File: config.mk
export PLATFORM = sky130hd
export DESIGN_NAME = i2s_rx
export DESIGN_NICKNAME = d
export VERILOG_FILES = /design/src/rtl/i2s_rx_pkg.sv /design/src/rtl/i2s_sync.sv /design/src/rtl/i2s_rx.sv
export SDC_FILE = /design/constraint.sdc
export NUM_CORES = 1
export LEC_CHECK = 0
export ABC_AREA = 0
export CORE_MARGIN = 1.5
export CORE_UTILIZATION = 45
export DETAILED_ROUTE_END_ITERATION = 8
export PLACE_DENSITY = 0.79
export RECOVER_POWER = 50
export SLEW_MARGIN = 25
export SYNTH_ARGS = -nofsm -noshare
export SYNTH_HDL_FRONTEND = slang
export SYNTH_HIERARCHICAL = 1
export SYNTH_SLANG_ARGS = --single-unit
File: constraint.sdc
create_clock -name clock -period 2.2 [get_ports clock]
set_clock_uncertainty 0.2 [all_clocks]
set_input_delay 0.33 -clock clock [delete_from_list [all_inputs] [get_ports clock]]
set_output_delay 0.33 -clock clock [all_outputs]
set_load 0.02 [all_outputs]
File: src/rtl/i2s_rx_pkg.sv
// Shared audio definitions for the I2S receiver: receive FSM states and default sizing.
package i2s_rx_pkg;

    localparam int unsigned DEFAULT_WIDTH = 16;
    localparam logic [31:0] DEFAULT_HYST  = 32'h0000_0800;

    typedef enum logic [1:0] {
        ST_HUNT  = 2'd0,
        ST_LEFT  = 2'd1,
        ST_RIGHT = 2'd2
    } rx_state_e;

endpackage

File: src/rtl/i2s_sync.sv
// Two-flop synchronizer for N asynchronous inputs, with a rising-edge strobe on bit 0.
module i2s_sync #(
    parameter int unsigned N = 1
) (
    input  logic         clock,
    input  logic         reset,
    input  logic [N-1:0] i_async,
    output logic [N-1:0] o_sync,
    output logic         o_rise_c
);

    logic [N-1:0] r_meta;
    logic [N-1:0] r_sync;
    logic         r_prev;

    always_ff @(posedge clock) begin
        if (!reset) begin
            r_meta <= '0;
            r_sync <= '0;
            r_prev <= 1'b0;
        end else begin
            r_meta <= i_async;
            r_sync <= r_meta;
            r_prev <= r_sync[0];
        end
    end

    assign o_sync   = r_sync;
    assign o_rise_c = r_sync[0] & ~r_prev;

endmodule

File: src/rtl/i2s_rx.sv
// I2S receiver: deserialises left/right words from a codec and derives a tape EAR bit
// from the left channel with hysteresis.
module i2s_rx
    import i2s_rx_pkg::*;
#(
    parameter int unsigned WIDTH = DEFAULT_WIDTH,
    parameter logic [31:0] HYST  = DEFAULT_HYST
) (
    input  logic             clock,
    input  logic             reset,
    input  logic             sck,
    input  logic             lr,
    input  logic             d,
    output logic [WIDTH-1:0] ldata,
    output logic [WIDTH-1:0] rdata,
    output logic             valid,
    output logic             err,
    output logic             ear
);

    localparam int unsigned CW = $clog2(WIDTH + 1);

    logic [2:0]       w_sync;
    logic             w_rise;
    logic             w_lr;
    logic             w_d;
    logic             w_room;
    logic             w_trans;
    logic             w_full;
    logic [CW-1:0]    w_cnt_nx;
    logic [WIDTH-1:0] w_word_nx;
    logic signed [33:0] w_l_ext;
    logic signed [33:0] w_hyst;

    rx_state_e        r_state;
    logic [CW-1:0]    r_cnt;
    logic [WIDTH-1:0] r_word;
    logic [WIDTH-1:0] r_hold;
    logic             r_lr_prev;

    // bit 0 = sck carries the edge strobe; lr and d share the same latency
    i2s_sync #(.N(3)) u_sync (
        .clock    (clock),
        .reset    (reset),
        .i_async  ({d, lr, sck}),
        .o_sync   (w_sync),
        .o_rise_c (w_rise)
    );

    assign w_lr      = w_sync[1];
    assign w_d       = w_sync[2];
    assign w_room    = (r_cnt < CW'(WIDTH));
    assign w_word_nx = w_room ? {r_word[WIDTH-2:0], w_d} : r_word;
    assign w_cnt_nx  = w_room ? (r_cnt + CW'(1)) : r_cnt;
    assign w_trans   = w_rise && (w_lr != r_lr_prev);
    assign w_full    = (w_cnt_nx == CW'(WIDTH));
    assign w_l_ext   = 34'(signed'(ldata));
    assign w_hyst    = $signed({2'b00, HYST});

    always_ff @(posedge clock) begin
        if (!reset) begin
            r_state   <= ST_HUNT;
            r_cnt     <= '0;
            r_word    <= '0;
            r_hold    <= '0;
            r_lr_prev <= 1'b0;
            ldata     <= '0;
            rdata     <= '0;
            valid     <= 1'b0;
            err       <= 1'b0;
            ear       <= 1'b0;
        end else begin
            valid <= 1'b0;
            err   <= 1'b0;

            if (valid) begin
                if (w_l_ext > w_hyst) begin
                    ear <= 1'b1;
                end else if (w_l_ext < -w_hyst) begin
                    ear <= 1'b0;
                end
            end

            if (w_rise) begin
                r_lr_prev <= w_lr;
                if (w_trans) begin
                    // the bit on a word-select change still belongs to the old word
                    r_cnt  <= '0;
                    r_word <= '0;
                    case (r_state)
                        ST_HUNT: begin
                            if (!w_lr) begin
                                r_state <= ST_LEFT;
                            end
                        end
                        ST_LEFT: begin
                            if (w_lr && w_full) begin
                                r_hold  <= w_word_nx;
                                r_state <= ST_RIGHT;
                            end else begin
                                err     <= 1'b1;
                                r_state <= ST_HUNT;
                            end
                        end
                        ST_RIGHT: begin
                            if (!w_lr && w_full) begin
                                ldata   <= r_hold;
                                rdata   <= w_word_nx;
                                valid   <= 1'b1;
                                r_state <= ST_LEFT;
                            end else begin
                                err     <= 1'b1;
                                r_state <= ST_HUNT;
                            end
                        end
                        default: r_state <= ST_HUNT;
                    endcase
                end else begin
                    r_cnt  <= w_cnt_nx;
                    r_word <= w_word_nx;
                end
            end
        end
    end

endmodule

==> flow_metrics.env <==
export IMPL_synthMostInstantiatedCell="dfxtp_1"
export IMPL_period_share_pct=97.0
export IMPL_yosysUniqueCellTypes=40
export IMPL_track_usage_pct=17.8
export IMPL_synth_ff_type="dfxtp_1"
export IMPL_max_stage_delay_ns=0.55
export IMPL_cap_violations=0
export IMPL_outcome="finished clean"
export IMPL_critPathSlowestCell="or4b_4"
export IMPL_whs_endpoint="u_sync/o_sync[0]"
export IMPL_synth_edff_count=0
export IMPL_layout_drive_gt1_share_pct=13.8
export IMPL_netlist_top_cell_by_area="dfxtp_1"
export IMPL_worstPathRequired_ns=2.27
export IMPL_ys_ff_latch=82
export IMPL_setup_viol=0
export IMPL_cp_data_arrival_time_ns=2.20
export IMPL_synth_compound_area_share_pct=8.49
export IMPL_async_reset_ff_share_pct=0
export IMPL_htreeDepth=3
export IMPL_vias_per_cell=5.16
export IMPL_synthTopCellsByCount="dfxtp_1, nand2_1, mux2i_1, nor2b_1, a22oi_1"
export IMPL_ys_warn_count=6
export IMPL_yosysSeqAreaShare_pct=47.8
export IMPL_tightest_slew_ns=0.490
export IMPL_grt_overflow=0
export IMPL_r2r_end="ldata[2]"
export IMPL_place_ws_ns=0.0405
export IMPL_slew_limit_headroom_pct=66.5
export IMPL_multiInputGateArea_mm2=0.00168
export IMPL_yosys_top_cells_area="dfxtp_1, mux2i_1, nand2_1, mux2_2, nor2b_1"
export IMPL_final_seq_area_mm2=0.00164
export IMPL_finalSetupTns_ns=0
export IMPL_rsz0062_at_grt="no"
export IMPL_worstHoldStart="u_sync/r_meta[0]"
export IMPL_grt_first_pass_wirelength_um=11900
export IMPL_crit_path_start_kind="flop"
export IMPL_finalCriticalPeriod_ns=2.13
export IMPL_p_leak_nw=1.53
export IMPL_path_delay_family="simple AND/OR/NAND/NOR gates"
export IMPL_cp_buffers_inverters=2
export IMPL_fmax_mhz=468
export IMPL_syn_area_mm2=0.00343
export IMPL_cts_root_buf="clkbuf_8"
export IMPL_drcViolationCount=0
export IMPL_hold_path_class="reg2reg"
export IMPL_fin_ws_ns=0.0654
export IMPL_muxShareOfSynthArea_pct=19.8
export IMPL_syn_nets=350
export IMPL_drt_iter0_drc=122
export IMPL_worstPathMaxFanout=11
export IMPL_wl_um=6850
export IMPL_syn_inst=340
export IMPL_cts_inserted_buffers=9
export IMPL_cts_tree="yes"
export IMPL_hold_depth=1
export IMPL_r2r_slack_ns=0.07
export IMPL_coreArea_mm2=0.00733
export IMPL_clockBufferDepth=2
export IMPL_die_area_mm2=0.00817
export IMPL_nNetsFinal=397
export IMPL_hpwl_um=4670
export IMPL_vdd_ir_drop_max_uv=450
export IMPL_r2r_cells=6
export IMPL_synth_xor_xnor_area_share_pct=0.510
export IMPL_power_mw=2.60
export IMPL_fp_dieH_um=90.4
export IMPL_io_pins=40
export IMPL_synth_top_family_by_area="multiplexers"
export IMPL_drt_antenna_violating_nets=0
export IMPL_drv_slew=0
export IMPL_end_kind="flop"
export IMPL_dr_total_vias=2530
export IMPL_report_final_hold_viol_count=0
export IMPL_grt_pass1_vias=2496
export IMPL_path_clk_slew_ns=0.08
export IMPL_netlist_area_leader_share_pct=47.8
export IMPL_clkSinkCount=82
export IMPL_clock_latency_ns=0.34
export IMPL_path_cells="or4b_4, o31a_4, nor4_4, buf_6, clkbuf_16, mux2i_1"
export IMPL_r2r_start="r_cnt[0]"
export IMPL_synth_adder_area_share_pct=1.82
export IMPL_wl_per_cell_um=14.0
export IMPL_grt_max_degree=45
export IMPL_place_congestion=0.825
export IMPL_antenna_found_initial=0
export IMPL_syn_avg_cell_area_um2=10.1
export IMPL_critPathKind="reg2reg"
export IMPL_yosys_area_share_simple_pct=17.9
export IMPL_final_core_util_pct=57.7
export IMPL_std_cell_rows=31
export IMPL_crit_path_start="r_cnt[0]"
export IMPL_syn2layout_area_growth_pct=23.1
export IMPL_port_buffers=39
export IMPL_die_w_um=90.4
export IMPL_drt_pass1_iterations=4
export IMPL_n_antenna_cell=0
export IMPL_initial_core_util_pct=46.9
export IMPL_num_fill_cells=587
export IMPL_p_per_area_mw_per_mm2=615
[sequential cells by signal, summed over array words and instances, names as in the netlist, 2 cells and up]
name           flops
ldata             16
rdata             16
r_hold            16
r_word            16
r_cnt              5
r_state            2
u_sync/r_meta      3
u_sync/o_sync      3
[cell families (layout without fill, tap and decap cells)]
logic type | after synthesis | after routing
AOI/OAI and AO/OA | 37 | 37
xor gates and xnor gates | 2 | 2
adders and majority gates | 5 | 5
buffers and inverters | 25 | 76
DFF | 82 | 82
muxes | 66 | 66
and+or+nand+nor | 123 | 123
[what timing repair did]
action                                  CTS  global route
endpoints found under the hold margin     0             0
hold buffers                              0             0
endpoints found under the setup margin    0            31
buffers inserted                          0             1
resized for setup                         0             5
[worst max-delay path by stage]
| stage | to | slack [ns] | cells after the start |
|---|---|---|---|
| final | ldata[2] | 0.07 | 6 |
| after global routing | ldata[6] | 0.007 | 6 |
| after CTS | rdata[14] | 0.03 | 6 |
| after detailed placement | rdata[7] | 0.04 | 6 |
| after global placement | rdata[7] | 0.08 | 6 |
| after floorplan | r_hold[10] | 0.03 | 6 |
[area by class of cell]
cell class	count	share of cell area [%]
clock inverter	5	1.33
tap	99	2.93
clock buffer	10	3.02
timing repair buffer	55	13.5
inverter	6	0.533
sequential	82	38.9
multi-input combinational	233	39.8
[power breakdown]
group | total [mW] | internal (mW) | switching, mW
registers | 1.50 | 1.49 | 0.00512
logic | 0.0796 | 0.0320 | 0.0477
clock network | 1.02 | 0.517 | 0.508
total | 2.60 | 2.04 | 0.561
[routing by layer]
layer | share of wire (%) | global-route usage (%) | vias up
met4 | 1.2 | 6.88 | 0
met5 | 0 | 0 | -
met3 | 2.5 | 3.87 | 6
li1 | - | - | 1280
met1 | 49 | 23.7 | 1206
met2 | 47 | 28.3 | 38
[through the flow]
| step | hold slack [ns] | cell area, um2 | instances |
|---|---|---|---|
| 2_1_floorplan | 0.206 | 3450 | 340 |
| 3_3_place_gp | 0.213 | 4000 | 473 |
| 3_5_place_dp | 0.217 | 4000 | 473 |
| 4_1_cts | 0.236 | 4180 | 488 |
| 5_1_grt | 0.264 | 4230 | 490 |
| 6_report | 0.233 | 4230 | 490 |
[placed cells by master, fill, tap and decap left out, drive strengths merged, types with 2 or more instances in the layout]
cell           synthesis  layout
dfxtp                 82      82
nand2                 73      73
mux2i                 50      50
dlygate4sd3            0      28
nor2b                 23      23
a22oi                 17      17
mux2                  16      16
buf                    6      14
clkbuf                13      13
clkdlybuf4s50          0      10
and2                   8       8
inv                    6       6
ha                     5       5
nor4                   5       5
nor2                   3       3
nor3                   3       3
o21ai                  3       3
clkinv                 0       3
xor2                   2       2
nand2b                 2       2
o32ai                  2       2
o211ai                 2       2
nand4                  2       2
a311oi                 2       2
o31a                   2       2
Note: power is estimated with default switching activity, not from simulation.
